File: src/rtl/reg_stacker.sv
// reg_stacker: hardware context save/restore engine.
//
// On push it reads the register window x[FirstReg] .. x[FirstReg+NumSaved-1]
// through the register file read port and stacks it as one frame in internal
// storage. On pop it writes the newest frame back through the write port.
// Frames nest up to StackDepth deep. A completed push pulses ra_set_o so the
// register file loads ra with its magic return value.
//
// Ports
//   clk_i        clock, all state on posedge
//   rst_i        asynchronous active-high reset
//   push_i       save request (level, sampled only when idle)
//   pop_i        restore request (level, sampled only when idle)
//   busy_o       high while saving, restoring or signalling done
//   done_o       one-cycle pulse, operation complete
//   overflow_o   one-cycle pulse, push refused because the stack is full
//   underflow_o  one-cycle pulse, pop refused because the stack is empty
//   depth_o      number of frames currently stored
//   rf_raddr_o   register file read address (valid while saving)
//   rf_rdata_i   combinational read data for rf_raddr_o
//   rf_waddr_o   register file write address (valid while restoring)
//   rf_wdata_o   register file write data
//   rf_we_o      register file write enable
//   ra_set_o     register file ra_set strobe (ra <= ~0)
//
// Handshake: push_i/pop_i are plain levels, not valid/ready. A request is
// taken on a rising edge only while idle; requests seen in any other state
// are dropped, not queued. The caller owns muxing rf_* with the pipeline and
// must keep the register file untouched while busy_o is high.
module reg_stacker #(
   parameter int FirstReg   = 10,
   parameter int NumSaved   = 8,
   parameter int StackDepth = 4
) (
   input  logic                              clk_i,
   input  logic                              rst_i,
   input  logic                              push_i,
   input  logic                              pop_i,
   output logic                              busy_o,
   output logic                              done_o,
   output logic                              overflow_o,
   output logic                              underflow_o,
   output logic [$clog2(StackDepth+1)-1:0]   depth_o,
   output logic [4:0]                        rf_raddr_o,
   input  logic [31:0]                       rf_rdata_i,
   output logic [4:0]                        rf_waddr_o,
   output logic [31:0]                       rf_wdata_o,
   output logic                              rf_we_o,
   output logic                              ra_set_o
);

   localparam int DepthW = $clog2(StackDepth + 1);
   localparam int Words  = StackDepth * NumSaved;
   localparam int IdxW   = (Words > 1) ? $clog2(Words) : 1;
   localparam int KW     = (NumSaved > 1) ? $clog2(NumSaved) : 1;

   localparam logic [KW-1:0]     KLast    = KW'(NumSaved - 1);
   localparam logic [DepthW-1:0] DepthMax = DepthW'(StackDepth);
   localparam logic [4:0]        BaseAddr = 5'(FirstReg);

   typedef enum logic [1:0] {
      ST_IDLE    = 2'd0,
      ST_SAVE    = 2'd1,
      ST_RESTORE = 2'd2,
      ST_DONE    = 2'd3
   } state_t;

   state_t            state_q;
   logic [DepthW-1:0] sp_q;
   logic [KW-1:0]     k_q;
   logic              op_push_q;   // remembers which op is finishing in DONE
   logic              overflow_q;
   logic              underflow_q;

   logic [31:0]       mem_q [Words];
   logic [IdxW-1:0]   wr_idx;
   logic [IdxW-1:0]   rd_idx;

   // Frame n occupies words n*NumSaved .. n*NumSaved+NumSaved-1.
   // Saving fills frame sp; restoring drains frame sp-1 (sp>=1 there).
   assign wr_idx = IdxW'(sp_q) * IdxW'(NumSaved) + IdxW'(k_q);
   assign rd_idx = IdxW'(sp_q - DepthW'(1)) * IdxW'(NumSaved) + IdxW'(k_q);

   always_ff @(posedge clk_i or posedge rst_i) begin
      if (rst_i) begin
         state_q     <= ST_IDLE;
         sp_q        <= '0;
         k_q         <= '0;
         op_push_q   <= 1'b0;
         overflow_q  <= 1'b0;
         underflow_q <= 1'b0;
      end else begin
         overflow_q  <= 1'b0;
         underflow_q <= 1'b0;
         case (state_q)
            ST_IDLE: begin
               k_q <= '0;
               // push wins over a simultaneous pop
               if (push_i) begin
                  if (sp_q < DepthMax) begin
                     state_q   <= ST_SAVE;
                     op_push_q <= 1'b1;
                  end else begin
                     overflow_q <= 1'b1;
                  end
               end else if (pop_i) begin
                  if (sp_q != '0) begin
                     state_q   <= ST_RESTORE;
                     op_push_q <= 1'b0;
                  end else begin
                     underflow_q <= 1'b1;
                  end
               end
            end
            ST_SAVE: begin
               if (k_q == KLast) begin
                  k_q     <= '0;
                  sp_q    <= sp_q + DepthW'(1);
                  state_q <= ST_DONE;
               end else begin
                  k_q <= k_q + KW'(1);
               end
            end
            ST_RESTORE: begin
               if (k_q == KLast) begin
                  k_q     <= '0;
                  sp_q    <= sp_q - DepthW'(1);
                  state_q <= ST_DONE;
               end else begin
                  k_q <= k_q + KW'(1);
               end
            end
            default: begin
               state_q <= ST_IDLE;
            end
         endcase
      end
   end

   // Frame storage is deliberately not reset; a reset only forgets frames
   // by clearing sp.
   always_ff @(posedge clk_i) begin
      if (state_q == ST_SAVE) begin
         mem_q[wr_idx] <= rf_rdata_i;
      end
   end

   assign busy_o      = (state_q != ST_IDLE);
   assign done_o      = (state_q == ST_DONE);
   assign ra_set_o    = (state_q == ST_DONE) && op_push_q;
   assign overflow_o  = overflow_q;
   assign underflow_o = underflow_q;
   assign depth_o     = sp_q;

   assign rf_raddr_o  = (state_q == ST_SAVE)    ? (BaseAddr + 5'(k_q)) : 5'd0;
   assign rf_we_o     = (state_q == ST_RESTORE);
   assign rf_waddr_o  = (state_q == ST_RESTORE) ? (BaseAddr + 5'(k_q)) : 5'd0;
   assign rf_wdata_o  = (state_q == ST_RESTORE) ? mem_q[rd_idx]        : 32'd0;

endmodule

File: config.mk
export PLATFORM = sky130hd
export DESIGN_NAME = reg_stacker
export DESIGN_NICKNAME = d
export VERILOG_FILES = /design/src/rtl/reg_stacker.sv
export SDC_FILE = /design/constraint.sdc
export NUM_CORES = 1
export LEC_CHECK = 0
export CORE_MARGIN = 4
export CORE_UTILIZATION = 30
export DETAILED_ROUTE_END_ITERATION = 7
export GPL_ROUTABILITY_DRIVEN = 0
export GPL_TIMING_DRIVEN = 0
export RECOVER_POWER = 100
export SYNTH_ARGS = -nofsm -noshare
export SYNTH_HDL_FRONTEND = slang
export SYNTH_SLANG_ARGS = --single-unit
File: constraint.sdc
create_clock -name clk_i -period 3.8 [get_ports clk_i]
set_input_delay 0.76 -clock clk_i [delete_from_list [all_inputs] [get_ports clk_i]]
set_output_delay 0.76 -clock clk_i [all_outputs]
set_load 0.03 [all_outputs]
==> metrics.md <==
| Metric | Value |
|---|---|
| Setup ws final | `~0.036 ns` |
| DP Wirelength | `68,600 um` |
| Vias | `19,600` |
| Min Hold Slack | `between 0.5 and 0.6 ns` |
| Sequential power share | `37.0%` |
| H-tree lvl count | `3` |
| Port Buffers | `86` |
| Clk_skew | `between 0.03 and 0.04 ns` |
| Syn_nets | `1,825` |
| Clock network fraction of design power | `between 20% and 30%` |
| Initial antenna violation count | `3` |
| Crit path DAT | `~3 ns` |
| Clock-pin slew on the worst setup and hold paths | `approximately 0.060 ns` |
| Die Ht | `about 370 um` |
| Initial DRC Count | `roughly 1,800` |
| Initial Utilization | `a little under a third` |
| I/O Pins | `a little under 90` |
| Synth Register Bits | `approximately 1,000` |
| Worst skew pair latency | `between 0.6 and 0.7 ns` |
| Via density | `approximately 5.1` |
| First-pass DRT Iterations | `5` |
| Post-synth top flop | `edfxtp_1` |
| DRC errors left | `0` |
| Area of the multi-input gates | `9550 um^2` |
| F_max | `roughly 270 MHz` |
| GRT overflow | `0` |
| Final core occ | `37.3%` |
| CP max FO | `10` |
| Sw frac | `approximately a third` |
| Inserted Clock Buffers | `around 100` |
| Antenna-violating nets left | `0` |
| Clk root buf | `clkbuf_16` |
| PD cells | `a little over 700 nW/um^2` |
| WL per Instance | `around 27 um` |
| Core area | `between 100,000 and 150,000 um^2` |
| Worst VDD drop | `~470 uV` |
| Leak | `14.7 nW` |
| Ys async rst share | `roughly 1.1%` |
| Setup WS pre-CTS | `-2.45 ns` |
| Fin nets | `slightly above 2,000` |
| Syn Area/Cell | `about 23 um^2` |
| Cell Int Power | `around 24 mW` |
| CP Launch Type | `register` |
| Filler cell count | `11,800` |
| Diode count | `0` |
| Setup CP Type | `register to output pin` |
| Final setup viols | `0` |
| Chip width | `roughly 370 um` |
| Mapped Cells | `1,772` |
| Post-Route Setup TNS | `0 ns` |
| CP Data Required Time | `roughly 3.0 ns` |
| Slew HR | `between 10% and 20%` |
| Clk sinks | `around 1,000` |
| RSZ-0062 raised after global routing | `yes` |
| Slew @ Worst Pin | `about 1.3 ns` |
| CTS tree | `done` |
| DRT Wirelength | `106,000 um` |
| GR Util All Layers | `14.8%` |
| Comb power frac | `36.0%` |
| Final period util | `between 90% and 100%` |
| Psw | `~12 mW` |
| Max_cap viols | `0` |
| Tmin final | `between 3 and 4 ns` |
| First-pass GRT wire length | `~150,000 um` |
| Mapped Area | `39,900 um^2` |
| Layout cell share with drive strength beyond 1 | `a little over a third` |
| YS warnings | `0` |
| Largest net degree at the start of global routing | `33` |
| Vias in the first global route | `about 20,000` |
| Slew Limit Fails | `0` |
| Post-synthesis sequential area ratio | `77.8%` |
| Status | `finished clean` |
| Area Overhead vs Synth | `23.2%` |
| Cell Count, Final, Fillers Out | `3,860` |
| Row Count | `133` |
| EDFF count, synth | `just over 1,000` |
| HP Class | `register to register` |
| Final Hold Violating Endpoints | `0` |
| Die ar. | `between 100,000 and 150,000 um^2` |
| Clk buf depth | `3` |
| Inst Count DP | `approximately 3,600` |
| Post-synthesis cell type count | `36` |
| Critical path capture point type | `output pin` |
| Register area | `a little over 30,000 um^2` |
through the flow:
stage	cell area, um^2	power [mW]
after global routing	49200	36.9
after detailed placement	43900	23.7
final	49200	35.6
after CTS	48600	35.2
after floorplan	39900	19.6
after global placement	43000	23.4
power by group through the flow:
stage	logic, mW	registers, mW	clock network (mW)
2_1_floorplan	6.17	13.4	0
3_3_place_gp	9.94	13.4	0
3_5_place_dp	10.3	13.4	0
4_1_cts	12.3	13.2	9.76
5_1_grt	13.4	13.2	10.2
6_report	12.8	13.2	9.60
layer usage:
layer	wire, um	global-route usage, %	vias to the layer above
li1	-	-	8098
met1	41900	19.0	10600
met2	55100	26.0	780
met3	6460	2.14	163
met4	2360	4.22	2
met5	9	0	-
placed cells by master (no fill, tap or decap), drive strengths merged, types with 13 or more instances in the layout:
cell,n
a221oi,32
a22oi,32
a31oi,32
buf,149
clkbuf,163
clkdlybuf4s50,53
clkinv,53
edfxtp,1024
ha,17
inv,15
mux2,67
mux2i,65
mux4,224
nand2,13
nor2,40
o21ai,36
o221ai,32
final timing paths:
kind                                 from        endpoint  slack [ns]  depth (start not counted)
worst max-delay path               k_q[0]  rf_wdata_o[18]        0.04                         10
worst max register to register     k_q[1]     mem_q[0][9]        0.08                          9
worst min-delay path            op_push_q       op_push_q        0.52                          1
max in group asynchronous           rst_i      depth_o[0]        2.92                          2
worst min register to register  op_push_q       op_push_q        0.52                          1
min in group asynchronous           rst_i          k_q[1]        0.56                          2
area by class of cell:
class	instances	share of cell area, %
Buffer	98	2.45
Clock buffer	120	5.37
Clock inverter	69	1.11
Inverter	10	0.102
Multi-Input combinational cell	625	19.4
Sequential cell	1035	63.1
Tap cell	1755	4.47
Timing Repair Buffer	148	3.96
flip-flops by register name, summed over array words and instances (netlist names):
register     cells
underflow_o      1
k_q              3
overflow_o       1
state_q          2
mem_q         1024
op_push_q        1
depth_o          3
cells in the mapped netlist (all sizes together) (2+ instances only):
master | n | share of area, %
edfxtp | 1024 | 77
mux4 | 224 | 13
mux2 | 67 | 1.9
mux2i | 65 | 1.6
buf | 53 | 0.93
clkbuf | 49 | 0.46
nor2 | 40 | 0.38
o21ai | 36 | 0.45
a221oi | 32 | 0.70
a22oi | 32 | 0.60
a31oi | 32 | 0.50
o221ai | 32 | 0.70
ha | 17 | 0.53
nand2 | 13 | 0.12
dfrtp | 11 | 0.69
inv | 9 | 0.085
and2 | 7 | 0.11
nor2b | 7 | 0.13
nand2b | 6 | 0.094
and3 | 3 | 0.047
a21oi | 2 | 0.025
o22ai | 2 | 0.031
xnor2 | 2 | 0.044
worst max-delay path, stage by stage, from the launching register on:
cell and delay, ns:
dfrtp_1 0.40, buf_8 0.16, buf_12 0.16, buf_16 0.16, buf_16 0.14, nor2b_4 0.16
buf_12 0.17, a221oi_4 0.27, o21ai_2 0.13, a31oi_4 0.37, buf_6 0.19
cell families after synthesis:
family                     after synthesis  synth area share, %
AOI/OAI and AO/OA                      170                 3.05
muxes                                  356                 16.2
and+or+nand+nor                         79                0.928
xor gates and xnor gates                 3               0.0659
buffers and inverters                  112                 1.49
adders and majority gates               17                0.533
DFF                                   1035                 77.8
what timing repair did:
item                       in CTS  in global routing
setup buffers                  13                 12
setup endpoints to repair     547                 40
hold buffers                    0                  0
gates cloned                    2                  1
pin swaps                      28                 32
resized for setup             518                 80
(Power assumes the default switching activity.)
